==> src/rtl/ia_enc_pkg.sv <==
// Shared types and constants for the zero-compressing activation encoder.
package ia_enc_pkg;

  localparam int unsigned MAX_CH = 32;
  localparam int unsigned DATA_W = 16;
  localparam int unsigned CIDX_W = 5;
  localparam int unsigned LEN_W  = 6;

  typedef struct packed {
    logic signed [DATA_W-1:0] data;
    logic [CIDX_W-1:0]        c_idx;
    logic                     last;
    logic                     is_null;
    logic [LEN_W-1:0]         len;
  } entry_t;

  typedef enum logic {
    S_RUN,
    S_DROP
  } state_e;

  // 17-bit magnitude so that -32768 maps to +32768 instead of wrapping.
  function automatic logic [DATA_W:0] abs_mag(input logic signed [DATA_W-1:0] v);
    logic [DATA_W:0] ext;
    ext = {v[DATA_W-1], v};
    return ext[DATA_W] ? (~ext + 17'd1) : ext;
  endfunction

endpackage

==> src/rtl/sync_fifo.sv <==
// First-word-fall-through FIFO with registered full/empty flags; push ignored when full.
module sync_fifo #(
  parameter int unsigned WIDTH = 29,
  parameter int unsigned DEPTH = 8
) (
  input  logic             i_clk,
  input  logic             i_rst,
  input  logic             i_push,
  input  logic [WIDTH-1:0] i_wdata,
  input  logic             i_pop,
  output logic [WIDTH-1:0] o_rdata,
  output logic             o_full,
  output logic             o_empty
);

  localparam int unsigned AW = $clog2(DEPTH);

  logic [WIDTH-1:0] mem_q [DEPTH];
  logic [AW-1:0]    wr_ptr_q, wr_ptr_d;
  logic [AW-1:0]    rd_ptr_q, rd_ptr_d;
  logic [AW:0]      cnt_q, cnt_d;
  logic             full_q, full_d;
  logic             empty_q, empty_d;
  logic             push, pop;

  assign push = i_push && !full_q;
  assign pop  = i_pop && !empty_q;

  always_comb begin
    wr_ptr_d = wr_ptr_q + AW'(push);
    rd_ptr_d = rd_ptr_q + AW'(pop);
    cnt_d    = cnt_q + (AW+1)'(push) - (AW+1)'(pop);
    full_d   = (cnt_d == (AW+1)'(DEPTH));
    empty_d  = (cnt_d == '0);
  end

  always_ff @(posedge i_clk) begin
    if (i_rst) begin
      wr_ptr_q <= '0;
      rd_ptr_q <= '0;
      cnt_q    <= '0;
      full_q   <= 1'b0;
      empty_q  <= 1'b1;
    end else begin
      wr_ptr_q <= wr_ptr_d;
      rd_ptr_q <= rd_ptr_d;
      cnt_q    <= cnt_d;
      full_q   <= full_d;
      empty_q  <= empty_d;
    end
  end

  always_ff @(posedge i_clk) begin
    if (push) mem_q[wr_ptr_q] <= i_wdata;
  end

  assign o_rdata = mem_q[rd_ptr_q];
  assign o_full  = full_q;
  assign o_empty = empty_q;

endmodule

==> src/rtl/ia_zero_compressor.sv <==
// Dense-to-sparse activation encoder: drops zeros, tags kept values with their channel index.
// Define IA_ENC_THRESH_EN to replace exact-zero dropping with a magnitude threshold (i_thresh).
module ia_zero_compressor
  import ia_enc_pkg::*;
#(
  parameter int unsigned FIFO_DEPTH = 8,
  parameter int unsigned MAX_CH     = ia_enc_pkg::MAX_CH
) (
  input  logic               i_clk,
  input  logic               i_rst,
  input  logic               i_valid,
  output logic               o_ready,
  input  logic signed [15:0] i_data,
  input  logic               i_last,
`ifdef IA_ENC_THRESH_EN
  input  logic [14:0]        i_thresh,
`endif
  output logic               o_valid,
  input  logic               i_ready,
  output logic signed [15:0] o_data,
  output logic [4:0]         o_c_idx,
  output logic               o_last,
  output logic               o_null,
  output logic [5:0]         o_len,
  output logic               o_overflow,
  output logic [15:0]        o_fiber_cnt
);

  state_e      state_q, state_d;
  logic [5:0]  ch_cnt_q, ch_cnt_d;
  logic [5:0]  nz_cnt_q, nz_cnt_d;
  logic        ovf_q, ovf_d;
  logic [15:0] fiber_cnt_q, fiber_cnt_d;

  logic   accept, keep, push, fifo_full, fifo_empty;
  entry_t push_entry, head;

  assign accept = i_valid && !fifo_full;

`ifdef IA_ENC_THRESH_EN
  assign keep = abs_mag(i_data) > {2'b00, i_thresh};
`else
  assign keep = (i_data != '0);
`endif

  always_comb begin
    state_d     = state_q;
    ch_cnt_d    = ch_cnt_q;
    nz_cnt_d    = nz_cnt_q;
    ovf_d       = ovf_q;
    fiber_cnt_d = fiber_cnt_q;
    push        = 1'b0;
    push_entry  = '0;

    if (accept) begin
      // Every fiber-closing path emits a terminator unless a kept value carries last itself.
      if (state_q == S_DROP || ch_cnt_q == 6'(MAX_CH)) begin
        if (i_last) begin
          push               = 1'b1;
          push_entry.last    = 1'b1;
          push_entry.is_null = 1'b1;
          push_entry.len     = nz_cnt_q;
          ch_cnt_d           = '0;
          nz_cnt_d           = '0;
          fiber_cnt_d        = fiber_cnt_q + 16'd1;
          state_d            = S_RUN;
        end else begin
          ovf_d   = 1'b1;
          state_d = S_DROP;
        end
      end else begin
        if (keep) begin
          push             = 1'b1;
          push_entry.data  = i_data;
          push_entry.c_idx = ch_cnt_q[4:0];
          push_entry.last  = i_last;
          push_entry.len   = nz_cnt_q + 6'd1;
          nz_cnt_d         = nz_cnt_q + 6'd1;
        end else if (i_last) begin
          push               = 1'b1;
          push_entry.last    = 1'b1;
          push_entry.is_null = 1'b1;
          push_entry.len     = nz_cnt_q;
        end
        ch_cnt_d = ch_cnt_q + 6'd1;
        if (i_last) begin
          ch_cnt_d    = '0;
          nz_cnt_d    = '0;
          fiber_cnt_d = fiber_cnt_q + 16'd1;
        end
      end
    end
  end

  always_ff @(posedge i_clk) begin
    if (i_rst) begin
      state_q     <= S_RUN;
      ch_cnt_q    <= '0;
      nz_cnt_q    <= '0;
      ovf_q       <= 1'b0;
      fiber_cnt_q <= '0;
    end else begin
      state_q     <= state_d;
      ch_cnt_q    <= ch_cnt_d;
      nz_cnt_q    <= nz_cnt_d;
      ovf_q       <= ovf_d;
      fiber_cnt_q <= fiber_cnt_d;
    end
  end

  sync_fifo #(
    .WIDTH($bits(entry_t)),
    .DEPTH(FIFO_DEPTH)
  ) u_fifo (
    .i_clk  (i_clk),
    .i_rst  (i_rst),
    .i_push (push),
    .i_wdata(push_entry),
    .i_pop  (i_ready),
    .o_rdata(head),
    .o_full (fifo_full),
    .o_empty(fifo_empty)
  );

  // FIFO storage is not reset, so the payload is masked while nothing is valid.
  always_comb begin
    o_ready     = !fifo_full;
    o_valid     = !fifo_empty;
    o_data      = o_valid ? head.data : '0;
    o_c_idx     = o_valid ? head.c_idx : '0;
    o_last      = o_valid && head.last;
    o_null      = o_valid && head.is_null;
    o_len       = o_valid ? head.len : '0;
    o_overflow  = ovf_q;
    o_fiber_cnt = fiber_cnt_q;
  end

endmodule

==> config.mk <==
export PLATFORM = sky130hd
export DESIGN_NAME = ia_zero_compressor
export DESIGN_NICKNAME = d
export VERILOG_FILES = /design/src/rtl/ia_enc_pkg.sv /design/src/rtl/sync_fifo.sv /design/src/rtl/ia_zero_compressor.sv
export SDC_FILE = /design/constraint.sdc
export NUM_CORES = 1
export LEC_CHECK = 0
export CAP_MARGIN = 20
export CORE_ASPECT_RATIO = 0.9
export CORE_MARGIN = 2
export CORE_UTILIZATION = 45
export DETAILED_ROUTE_END_ITERATION = 12
export GPL_TIMING_DRIVEN = 0
export PLACE_DENSITY_LB_ADDON = 0.25
export SYNTH_ARGS = -nofsm -noshare
export SYNTH_HDL_FRONTEND = slang
export SYNTH_SLANG_ARGS = --single-unit
export TNS_END_PERCENT = 10
==> constraint.sdc <==
create_clock -name i_clk -period 5.8 [get_ports i_clk]
set_input_delay 1.16 -clock i_clk [delete_from_list [all_inputs] [get_ports i_clk]]
set_output_delay 1.16 -clock i_clk [all_outputs]
set_load 0.05 [all_outputs]
==> summary.md <==
| Metric | Value |
|---|---|
| Status | finished clean |
| Number of rows in the core area | 54 |
| Main flop type after synthesis | edfxtp_1 |
| Summed instance area of the synthesized netlist | 0.0113 mm2 |
| Average footprint of a synthesized cell | 16.7 um2 |
| Sequential fraction of design power | 0.427 |
| Internal power | 4.04 mW |
| Core Footprint | 0.0244 mm2 |
| Simple logic cell fraction of the synthesized area | 0.0815 |
| Flops & latches, synth | 274 |
| Synthesized-area fraction occupied by adder cells | 0.0151 |
| Via count | 6621 |
| Die Footprint | 0.0263 mm2 |
| Fmax achieved | 220 MHz |
| Fraction of the mapped netlist area in compound gates | 0.0347 |
| Number of diodes | 0 |
| Mux cell area share after synthesis | 0.144 |
| Number of synthesized flops with an enable pin | 232 |
| Part of the power in the clock network | 0.314 |
| Drt via density | 5.70 |
| Worst IR drop on VDD | 0.000234 V |
| Antenna-violating nets left | 0 |
| First-pass iteration count of the detailed router | 5 |
| Worst hold stages | 2 |
| Critical path fanouts, max | 10 |
| Source-to-sink clock delay at the later pin of the worst-skew pair | 530 ps |
| Non-filler cells in the finished layout | 1161 |
| Pin count of the biggest net entering global routing | 14 |
| Placed cell count | 1108 |
| Fraction of synthesized cell area in xor and xnor cells | 0.0101 |
| Synth unique cells | 51 |
| Min cycle time layout | 4540 ps |
| Clock tree root buffer cell | clkbuf_16 |
| Synthesized instance count | 673 |
| Clock slew seen by the registers of the worst setup and hold paths | 60 ps |
| Critical register-to-register path startpoint | ch_cnt_q[0]$_SDFFE_PP0P_ |
| Most frequent cells in the layout | 232 x edfxtp_1, 68 x clkdlybuf4s50_1, 58 x mux4_2, 51 x nor2_1, 42 x dfxtp_1 |
| Layout cells sized above 1 | 0.189 |
| Via count of the first global-routing pass | 6826 |
| Power share of the combinational group | 0.259 |
| Layout Skew | 18.5 ps |
| Post-synth ARST share | 0 |
| CTS sink count | 274 |
| Post-CTS Setup Bufs | 0 |
| CTS tree | done |
| Total grt overflow | 0 |
| P_leak | 4.53 nW |
| Global-route wire length before repair | 39.5 mm |
| Start point of the critical path | u_fifo.rd_ptr_q[1]$_SDFF_PP0_ |
| Total negative slack for setup checks | 0 ps |
| Most common library cell in the layout ignoring fill and taps | edfxtp_1 |
| # nets final | 837 |
| Dominant combinational cell family by area after synthesis | multiplexers |
| Starting Density | 0.462 |
| Final HPWL DP | 17.5 mm |
| Worst Hold Launch | o_overflow$_SDFFE_PP0P_ |
| Reg-to-reg endpoint | u_fifo.mem_q[1][24]$_DFFE_PP_ |
| Net switching power figure | 1.69 mW |
| CTS Hold Buffers Added | 0 |
| Category of the worst setup path capture point | primary output |
| Horizontal die dimension | 171 um |
| Number of violations reported at the end of detailed-routing iteration 0 | 614 |
| Required arrival time at the worst endpoint | 4640 ps |
| Number of cells traversed by the worst register-to-register path | 10 |
| # setup viols final | 0 |
| Final weighted congestion in routability-driven placement | 0.853 |
| Initial antenna violation count | 0 |
| GR Util All Layers | 0.200 |
| H-Tree Depth | 1 |
| Die Ht | 154 um |
| Wire per inst | 22.3 um |
| Worst reg-to-reg setup slack | 2180 ps |
| Number of top-level design ports | 69 |
| Share of synthesized area occupied by flip-flops and latches | 0.693 |
| Number of warnings issued by yosys | 0 |
| Number of buffers created by CTS | 29 |
| Synth-to-Final Area Change | 21.2% |
| Worst min path class | register to register |
| Share of total power consumed by net switching | 0.295 |
| Post_cts resized | 0 |
| Worst-Margin Slew | 1010 ps |
| Power density over cell area | 420 mW/mm2 |
| Post-detailed-routing wire length | 25.9 mm |
| Critical path class | register to primary output |
| Hold endpoint | o_overflow$_SDFFE_PP0P_ |
| Number of buffers on the longest clock path | 3 |
| Syn nets | 707 |
| Count of final max-slew check failures | 0 |
| Drt drc | 0 |
| Crit start category | register |
| Unrepaired setup endpoints after global routing | false |
| Number of I/O port buffers | 68 |
| Final-report hold violation count | 0 |
| Arrival time of data at the critical path endpoint | 3380 ps |
| Normalized max-slew margin | 0.319 |
| Ratio of final minimum period to clock period | 0.782 |
| Max Cap Violations | 0 |
-- logic make-up (layout without fill, tap and decap cells) --
logic type | count (synthesis) | after routing
adders and majority gates | 13 | 13
xor gates and xnor gates | 13 | 13
DFF | 274 | 274
and+or+nand+nor | 168 | 168
muxes | 89 | 89
buffers and inverters | 55 | 207
AOI/OAI and AO/OA | 61 | 61
-- critical path, stage by stage (launching register included) --
cell             delay, ps
dfxtp_1                420
buf_1                  600
buf_2                  450
mux4_2                 360
mux2i_1                180
nor2_1                  90
clkdlybuf4s50_1        740
-- how the worst max path moves through the flow --
stage	to	slack, ps	cells after the start
after floorplan	u_fifo.mem_q[4][0]$_DFFE_PP_	250	7
after global placement	u_fifo.mem_q[2][23]$_DFFE_PP_	-4290	8
after detailed placement	u_fifo.mem_q[1][23]$_DFFE_PP_	980	11
after CTS	o_len[4]	1240	6
after global routing	o_c_idx[3]	1120	7
final	o_c_idx[1]	1260	6
-- area by class of cell --
cell class	instances	area, um2
well taps	336	420
inverters	15	56.3
clock buffers	35	748
plain buffers	40	190
repair buffers	99	977
multi-input cells	344	3270
clock inverters	18	178
flip-flops and latches	274	7810
fillers	1926	10700
-- cell usage after synthesis, types with 12 or more instances --
| cell type | count | area (um2) |
|---|---|---|
| and3_1 | 25 | 156 |
| clkbuf_1 | 21 | 78.8 |
| inv_1 | 15 | 56.3 |
| nand3_1 | 14 | 70.1 |
| nor2_1 | 51 | 191 |
| nand2_1 | 15 | 56.3 |
| mux4_2 | 58 | 1310 |
| edfxtp_1 | 232 | 6970 |
| ha_1 | 12 | 150 |
| a21oi_1 | 19 | 95.1 |
| mux2i_1 | 31 | 310 |
| dfxtp_1 | 42 | 841 |
-- sequential cells by signal, indices dropped and copies added, names as in the netlist --
name             cells
u_fifo.wr_ptr_q      3
o_fiber_cnt         16
ch_cnt_q             6
u_fifo.o_empty       1
o_overflow           1
nz_cnt_q             6
u_fifo.mem_q       232
u_fifo.cnt_q         4
state_q              1
u_fifo.o_full        1
u_fifo.rd_ptr_q      3
-- power by group through the flow --
stage / clock [mW] / combinational [mW] / sequential (mW)
detailed placement: 0 / 1.50 / 2.49
CTS: 1.82 / 1.51 / 2.45
floorplan: 0 / 0.984 / 2.48
finish: 1.80 / 1.49 / 2.45
global placement: 0 / 1.40 / 2.51
global route: 1.91 / 1.59 / 2.46
-- layer usage --
metal,track usage,part of all wire
met1,0.275,0.42
met2,0.329,0.49
met3,0.0288,0.059
met4,0.0684,0.031
met5,0,0
-- metrics by stage --
stage               area [um2]  setup WS, ps  total power [mW]  hold slack, ps   util
floorplan                11300           249              3.46             466      -
global placement         12400         -4290              3.91             469  0.507
detailed placement       12700           980              3.99             465  0.522
CTS                      13700          1240              5.78             495  0.560
global route             13700          1120              5.96             531  0.560
finish                   13700          1260              5.74             497  0.560
No activity file was read; power rests on OpenSTA's default activity.
